$ cat src/rtl/tick_cap_bank.sv
// tick_cap_bank: a bank of N_CH tick counters with selectable sources, all captured
// together on a common strobe. A free-running time counter is timestamped on each
// PPS pulse into a small FIFO with a sticky overflow flag and a level interrupt.
// Every Wishbone access takes two cycles: a request cycle and then an ack cycle.
module tick_cap_bank #(
  parameter int N_CH       = 4,
  parameter int N_SRC      = 8,
  parameter int CW         = 16,
  parameter int TW         = 32,
  parameter int FIFO_DEPTH = 4
) (
  input  logic             clk,
  input  logic             rst,
  input  logic [N_SRC-1:0] tick_src,
  input  logic             cap_stb,
  input  logic             pps,
  output logic             irq,
  input  logic [7:0]       wb_addr,
  output logic [31:0]      wb_rdata,
  input  logic [31:0]      wb_wdata,
  input  logic             wb_we,
  input  logic             wb_cyc,
  output logic             wb_ack
);

  localparam int SELW = $clog2(N_SRC);
  localparam int AW   = $clog2(FIFO_DEPTH);

  logic            r_ack;
  logic [4:0]      r_addr;
  logic            r_we;
  logic [31:0]     r_wdata;

  logic [CW-1:0]   r_cnt [N_CH];
  logic [CW-1:0]   r_cap [N_CH];
  logic [SELW-1:0] r_sel [N_CH];
  logic [N_CH-1:0] r_en;

  logic [TW-1:0]   r_time;
  logic [TW-1:0]   r_mem [FIFO_DEPTH];
  logic [AW:0]     r_wptr;
  logic [AW:0]     r_rptr;
  logic            r_ovf;
  logic            r_irq_en;
  logic            r_irq;

  logic [AW:0]     w_level;
  logic            w_empty;
  logic            w_full;
  logic            w_wr;
  logic            w_rd;
  logic            w_pop;
  logic            w_push;
  logic            w_ovf_set;
  logic            w_csr_wr;
  logic [N_CH-1:0] w_cfg_wr;
  logic [N_CH-1:0] w_tick;
  logic [31:0]     w_rdata;
  logic            w_unused;

  // Pointers carry one extra wrap bit so full and empty are distinguishable.
  assign w_level   = r_wptr - r_rptr;
  assign w_empty   = (w_level == '0);
  assign w_full    = (w_level == (AW+1)'(FIFO_DEPTH));
  assign w_wr      = r_ack & r_we;
  assign w_rd      = r_ack & ~r_we;
  assign w_pop     = w_rd & (r_addr == 5'h02) & ~w_empty;
  assign w_push    = pps & (~w_full | w_pop);
  assign w_ovf_set = pps & w_full & ~w_pop;
  assign w_csr_wr  = w_wr & (r_addr == 5'h00);

  assign wb_ack    = r_ack;
  assign wb_rdata  = w_rdata;
  assign irq       = r_irq;
  assign w_unused  = ^{wb_addr[7:5], r_wdata};

  // Bus front end: ack every other cycle of a held cycle, latching the request on the first.
  always_ff @(posedge clk or posedge rst) begin
    if (rst) begin
      r_ack   <= 1'b0;
      r_addr  <= '0;
      r_we    <= 1'b0;
      r_wdata <= '0;
    end else begin
      r_ack <= wb_cyc & ~r_ack;
      if (wb_cyc & ~r_ack) begin
        r_addr  <= wb_addr[4:0];
        r_we    <= wb_we;
        r_wdata <= wb_wdata;
      end
    end
  end

  // Per-channel config write strobes and selected tick inputs (out-of-range selects never tick).
  always_comb begin
    w_cfg_wr = '0;
    w_tick   = '0;
    for (int ch = 0; ch < N_CH; ch++) begin
      w_cfg_wr[ch] = w_wr & (r_addr == 5'(24 + ch));
      if (r_sel[ch] <= SELW'(N_SRC - 1)) w_tick[ch] = tick_src[r_sel[ch]];
    end
  end

  // Channel counters: a config write clears the live count and beats a same-cycle tick;
  // captures take the pre-increment value so a coincident tick lands in the live counter.
  always_ff @(posedge clk or posedge rst) begin
    if (rst) begin
      r_en <= '0;
      for (int ch = 0; ch < N_CH; ch++) begin
        r_cnt[ch] <= '0;
        r_cap[ch] <= '0;
        r_sel[ch] <= '0;
      end
    end else begin
      for (int ch = 0; ch < N_CH; ch++) begin
        if (w_cfg_wr[ch]) begin
          r_cnt[ch] <= '0;
          r_en[ch]  <= r_wdata[31];
          r_sel[ch] <= r_wdata[SELW-1:0];
        end else if (r_en[ch] & w_tick[ch]) begin
          r_cnt[ch] <= r_cnt[ch] + 1'b1;
        end
        if (cap_stb) r_cap[ch] <= r_cnt[ch];
      end
    end
  end

  // Time counter, FIFO pointers, sticky overflow (set beats clear) and the registered interrupt.
  always_ff @(posedge clk or posedge rst) begin
    if (rst) begin
      r_time   <= '0;
      r_wptr   <= '0;
      r_rptr   <= '0;
      r_ovf    <= 1'b0;
      r_irq_en <= 1'b0;
      r_irq    <= 1'b0;
    end else begin
      r_time <= r_time + 1'b1;
      if (w_push) r_wptr <= r_wptr + 1'b1;
      if (w_pop)  r_rptr <= r_rptr + 1'b1;
      if (w_ovf_set) r_ovf <= 1'b1;
      else if (w_csr_wr & r_wdata[2]) r_ovf <= 1'b0;
      if (w_csr_wr) r_irq_en <= r_wdata[0];
      r_irq <= r_irq_en & (~w_empty | r_ovf);
    end
  end

  // FIFO storage holds the time value seen in the cycle the PPS pulse arrives.
  always_ff @(posedge clk) begin
    if (w_push) r_mem[r_wptr[AW-1:0]] <= r_time;
  end

  // Read mux, driven only during a read ack; the level field starts at bit 8.
  always_comb begin
    w_rdata = '0;
    if (w_rd) begin
      case (r_addr)
        5'h00: begin
          w_rdata[0]          = r_irq_en;
          w_rdata[1]          = ~w_empty;
          w_rdata[2]          = r_ovf;
          w_rdata[8 +: AW+1]  = w_level;
        end
        5'h01: w_rdata[TW-1:0] = r_time;
        5'h02: if (!w_empty) w_rdata[TW-1:0] = r_mem[r_rptr[AW-1:0]];
        default: begin
          for (int ch = 0; ch < N_CH; ch++) begin
            if (r_addr == 5'(16 + ch)) begin
              w_rdata[CW-1:0] = r_cap[ch];
            end else if (r_addr == 5'(24 + ch)) begin
              w_rdata[31]       = r_en[ch];
              w_rdata[SELW-1:0] = r_sel[ch];
            end
          end
        end
      endcase
    end
  end

endmodule

$ cat config.mk
export PLATFORM = sky130hd
export DESIGN_NAME = tick_cap_bank
export DESIGN_NICKNAME = d
export VERILOG_FILES = /design/src/rtl/tick_cap_bank.sv
export SDC_FILE = /design/constraint.sdc
export NUM_CORES = 1
export LEC_CHECK = 0
export ABC_CLOCK_PERIOD_IN_PS = 8300
export BUFFER_PORTS_ARGS = -buffer_cell sky130_fd_sc_hd__clkbuf_2
export CORE_UTILIZATION = 61
export CTS_CLUSTER_DIAMETER = 100
export DETAILED_ROUTE_END_ITERATION = 10
export GPL_TIMING_DRIVEN = 0
export PLACE_DENSITY_LB_ADDON = 0.05
export SYNTH_ARGS = -nofsm -noshare
export SYNTH_HDL_FRONTEND = slang
export SYNTH_SLANG_ARGS = --single-unit
$ cat constraint.sdc
create_clock -name clk -period 8.3 [get_ports clk]
set_clock_uncertainty 0.2 [all_clocks]
set_input_delay 0.83 -clock clk [delete_from_list [all_inputs] [get_ports clk]]
set_output_delay 0.83 -clock clk [all_outputs]
set_load 0.005 [all_outputs]
==> qor.yml <==
cts_hold_buf: 0
clk_pin_slew_ns: 0.06
die_w_um: 158
cp-end-kind: "primary output"
slew_headroom_pct: 28.6
gr-total-overflow: 0
cts_tree: "yes"
nNetsFinal: 1328
post-route-period-util_pct: 53.8
outcome: "finished, final reports clean"
synth_enable_flop_cells: 128
drive_gt1_share_pct: 22.1
crit-reg2reg-launch: "r_addr[3]"
criticalPathCategory: "flop to primary output"
worst_skew_pair.late_latency_ns: 0.53
grt_max_degree: 117
pwr-share-clk_pct: 37.4
fmax_mhz: 224
synth_warnings: 0
synth_seq_area_share_pct: 59.0
placementRows: 56
critPathLaunchType: "flop"
cts_buffer_depth: 3
worst_pin_slew_ns: 1.06
rsz0062_at_grt: "false"
powerDensity_nw_per_um2: 270
drt_wl_total_mm: 34.2
vias: 9798
final_area_um2: 16800
place_area_um2: 15500
yosysUniqueCellTypes: 61
synth-main-ff-cell: "dfrtp_1"
synth_top_area_share_pct: 33.1
setup_ws_ns: 3.83
pin_count: 88
syn_nets: 1234
grt_pass1_wl_mm: 53.5
reg2reg_to: "r_mem[3][15]"
cts_repair_resize_count: 0
synthMuxAreaShare_pct: 13.3
peakVddDrop_v: 0.000257
postSynthCellCount: 1168
dpl_worst_slack_ns: 4.33
cts.sinks: 324
diodes: 0
core-area_um2: 23700
drv_slew: 0
grt_pass1_vias: 9498
routedWlPerCell_um: 21.3
combPwrFrac_pct: 17.6
required_ns: 7.27
dieArea_um2: 24900
tns_ns: 0
path_max_fanout: 8
r2r_slack_ns: 5.24
synth_xor_area_share_pct: 3.59
io_buffers: 55
hp-class: "input pin to async pin"
power.switching_uw: 1220
switching_share_pct: 26.9
synth_top_cell_by_area: "dfrtp_1"
max_cap_violations: 0
fin_util_pct: 70.9
syn2layout_area_growth_pct: 13.4
firstDrtPassIters: 6
ys_seq_elements: 324
grt_antenna_before_repair: 0
cts_made_buffers: 36
synthTopCellsByArea: "dfrtp_1 (33%), edfxtp_1 (26%), mux2_2 (6.8%), mux4_2 (5.0%), nand2_1 (2.8%)"
cts_root_buf: "clkbuf_16"
route.detailed.drc: 0
antenna_left: 0
finalPower_uw: 4530
cp_slowest_cell: "a2111oi_0"
routabilityCongestion: 0.903
cp_cell_sequence: "inv_1 -> ha_1 -> fa_1 -> xor3_1 -> or2_1 -> and3_1 -> buf_4 -> a21oi_1 -> a2111oi_0 -> clkbuf_2"
synth_top_family_by_area: "multiplexers"
p_leak_uw: 0.00689
dp_hpwl_mm: 23.8
synthArstFlopShare_pct: 60.5
syn-mean-instance-area_um2: 12.7
cts_setup_buffers: 0
setup_viol: 0
grt_use_total_pct: 28.8
period_needed_ns: 4.47
fp.dieH_um: 158
internal-power_uw: 3310
synth_area_um2: 14800
pwr-share-seq_pct: 45.0
drtIter0Drc: 873
synth-simple-area-share_pct: 12.7
synthAdderAreaFrac_pct: 1.06
hold_viol_final: 0
reg2reg_depth: 5
crit_arrival_ns: 3.44
synth_compound_gate_area_share_pct: 7.88
routed_via_density: 6.10
start_util_pct: 62.6
critPathMaxStageDelay_ns: 0.74
htree_levels: 2
## registers in the layout, summed over array words and instances, names as in the netlist
signal and count:
irq 1, r_addr 5, r_cap 64, r_cnt 64
r_en 4, r_irq_en 1, r_mem 128, r_ovf 1
r_rptr 3, r_sel 12, r_time 32, r_wdata 4
r_we 1, r_wptr 3, wb_ack 1
## synthesized netlist by cell type (2+ instances only)
cell,count
o211ai_1,7
ha_1,11
nor3_2,2
or3_1,31
a211oi_1,2
nand2b_1,6
nand3_1,40
and4_1,7
and2_1,9
nor4_2,2
mux4_2,33
buf_1,4
a22oi_2,3
dfrtp_1,196
mux2_2,90
nor4_1,2
a22o_1,15
or4_1,8
and3_1,17
nand4_1,33
nor2b_1,14
xor2_1,28
buf_2,23
a2bb2oi_2,3
or2_2,2
nor2_1,61
nand2_1,111
edfxtp_1,128
o21ai_0,64
clkbuf_1,29
inv_1,19
a222oi_1,10
a221oi_1,4
a2111oi_0,5
o31ai_1,5
mux2i_1,17
nor3_1,21
buf_4,5
xnor2_1,30
mux2_4,2
a21oi_1,49
## metal layers
layer  vias up  global-route usage, %  wire (um)
li1       4548                      -          -
met1      4900                   39.2      14600
met2       298                   47.8      16800
met3        52                   4.41       1900
met4         0                   9.57        863
met5         -                      0          0
## how the worst max path moves through the flow
| stage | slack (ns) | start | endpoint | cells after the start |
|---|---|---|---|---|
| 5_1_grt | 3.69 | r_wptr[0] | wb_rdata[9] | 10 |
| 4_1_cts | 3.78 | r_wptr[0] | wb_rdata[10] | 10 |
| 3_3_place_gp | -0.42 | rst | r_cnt[60] | 2 |
| 3_5_place_dp | 4.33 | r_wptr[0] | wb_rdata[10] | 10 |
| 2_1_floorplan | 1.93 | rst | irq | 1 |
| 6_report | 3.83 | r_wptr[0] | wb_rdata[9] | 10 |
## per-stage QoR
stage / instances / hold WS, ns
6_report: 1607 / 0.285
3_3_place_gp: 1542 / 0.271
2_1_floorplan: 1168 / 0.247
4_1_cts: 1607 / 0.306
3_5_place_dp: 1543 / 0.290
5_1_grt: 1607 / 0.315
## critical path: cells and delay by family, from the launching register on
family | cells | cell delay [ns]
and+or+nand+nor | 2 | 0.33
buffers and inverters | 3 | 0.50
xor gates and xnor gates | 1 | 0.27
DFF | 1 | 0.41
adders and majority gates | 2 | 0.60
AOI/OAI and AO/OA | 2 | 0.81
## cell families (layout without fill, tap and decap cells)
group / Yosys count / in the layout
AO/OA/AOI/OAI: 178 / 178
AND/OR/NAND/NOR: 371 / 371
multiplexers: 143 / 143
flip-flops: 324 / 324
buffers and inverters: 81 / 201
adder cells (fa/ha/maj): 12 / 12
XOR/XNOR: 59 / 59
## layout make-up
type / instances / area [um^2]
Sequential cell: 324 / 8750
Inverter: 19 / 78.8
Buffer: 62 / 288
Fill cell: 1681 / 6880
Clock buffer: 49 / 1000
Tap cell: 319 / 399
Clock inverter: 15 / 264
Timing Repair Buffer: 56 / 303
Multi-Input combinational cell: 763 / 5720
## power groups by stage
| stage | logic, uW | clock network (uW) | registers [uW] |
|---|---|---|---|
| global placement | 786 | 0 | 2060 |
| floorplan | 604 | 0 | 2010 |
| finish | 798 | 1700 | 2040 |
| CTS | 808 | 1720 | 2040 |
| detailed placement | 803 | 0 | 2060 |
| global route | 874 | 1780 | 2060 |
## cells in the final DEF, fill, tap and decap left out, types with 11 or more instances in the layout
cell type and n:
nand4_1 33, edfxtp_1 128, nor2b_1 14, or3_1 31
clkbuf_2 55, dfrtp_1 196, and3_1 13, ha_1 11
buf_2 23, nor3_1 21, nor2_1 61, mux4_2 33
mux2i_1 17, nand2_1 111, xor2_1 28, mux2_2 90
o21ai_0 64, a21oi_1 49, clkbuf_1 39, clkbuf_16 38
nand3_1 40, xnor2_1 30, a22o_1 15, inv_1 18
No activity file was read; power rests on OpenSTA's default activity.
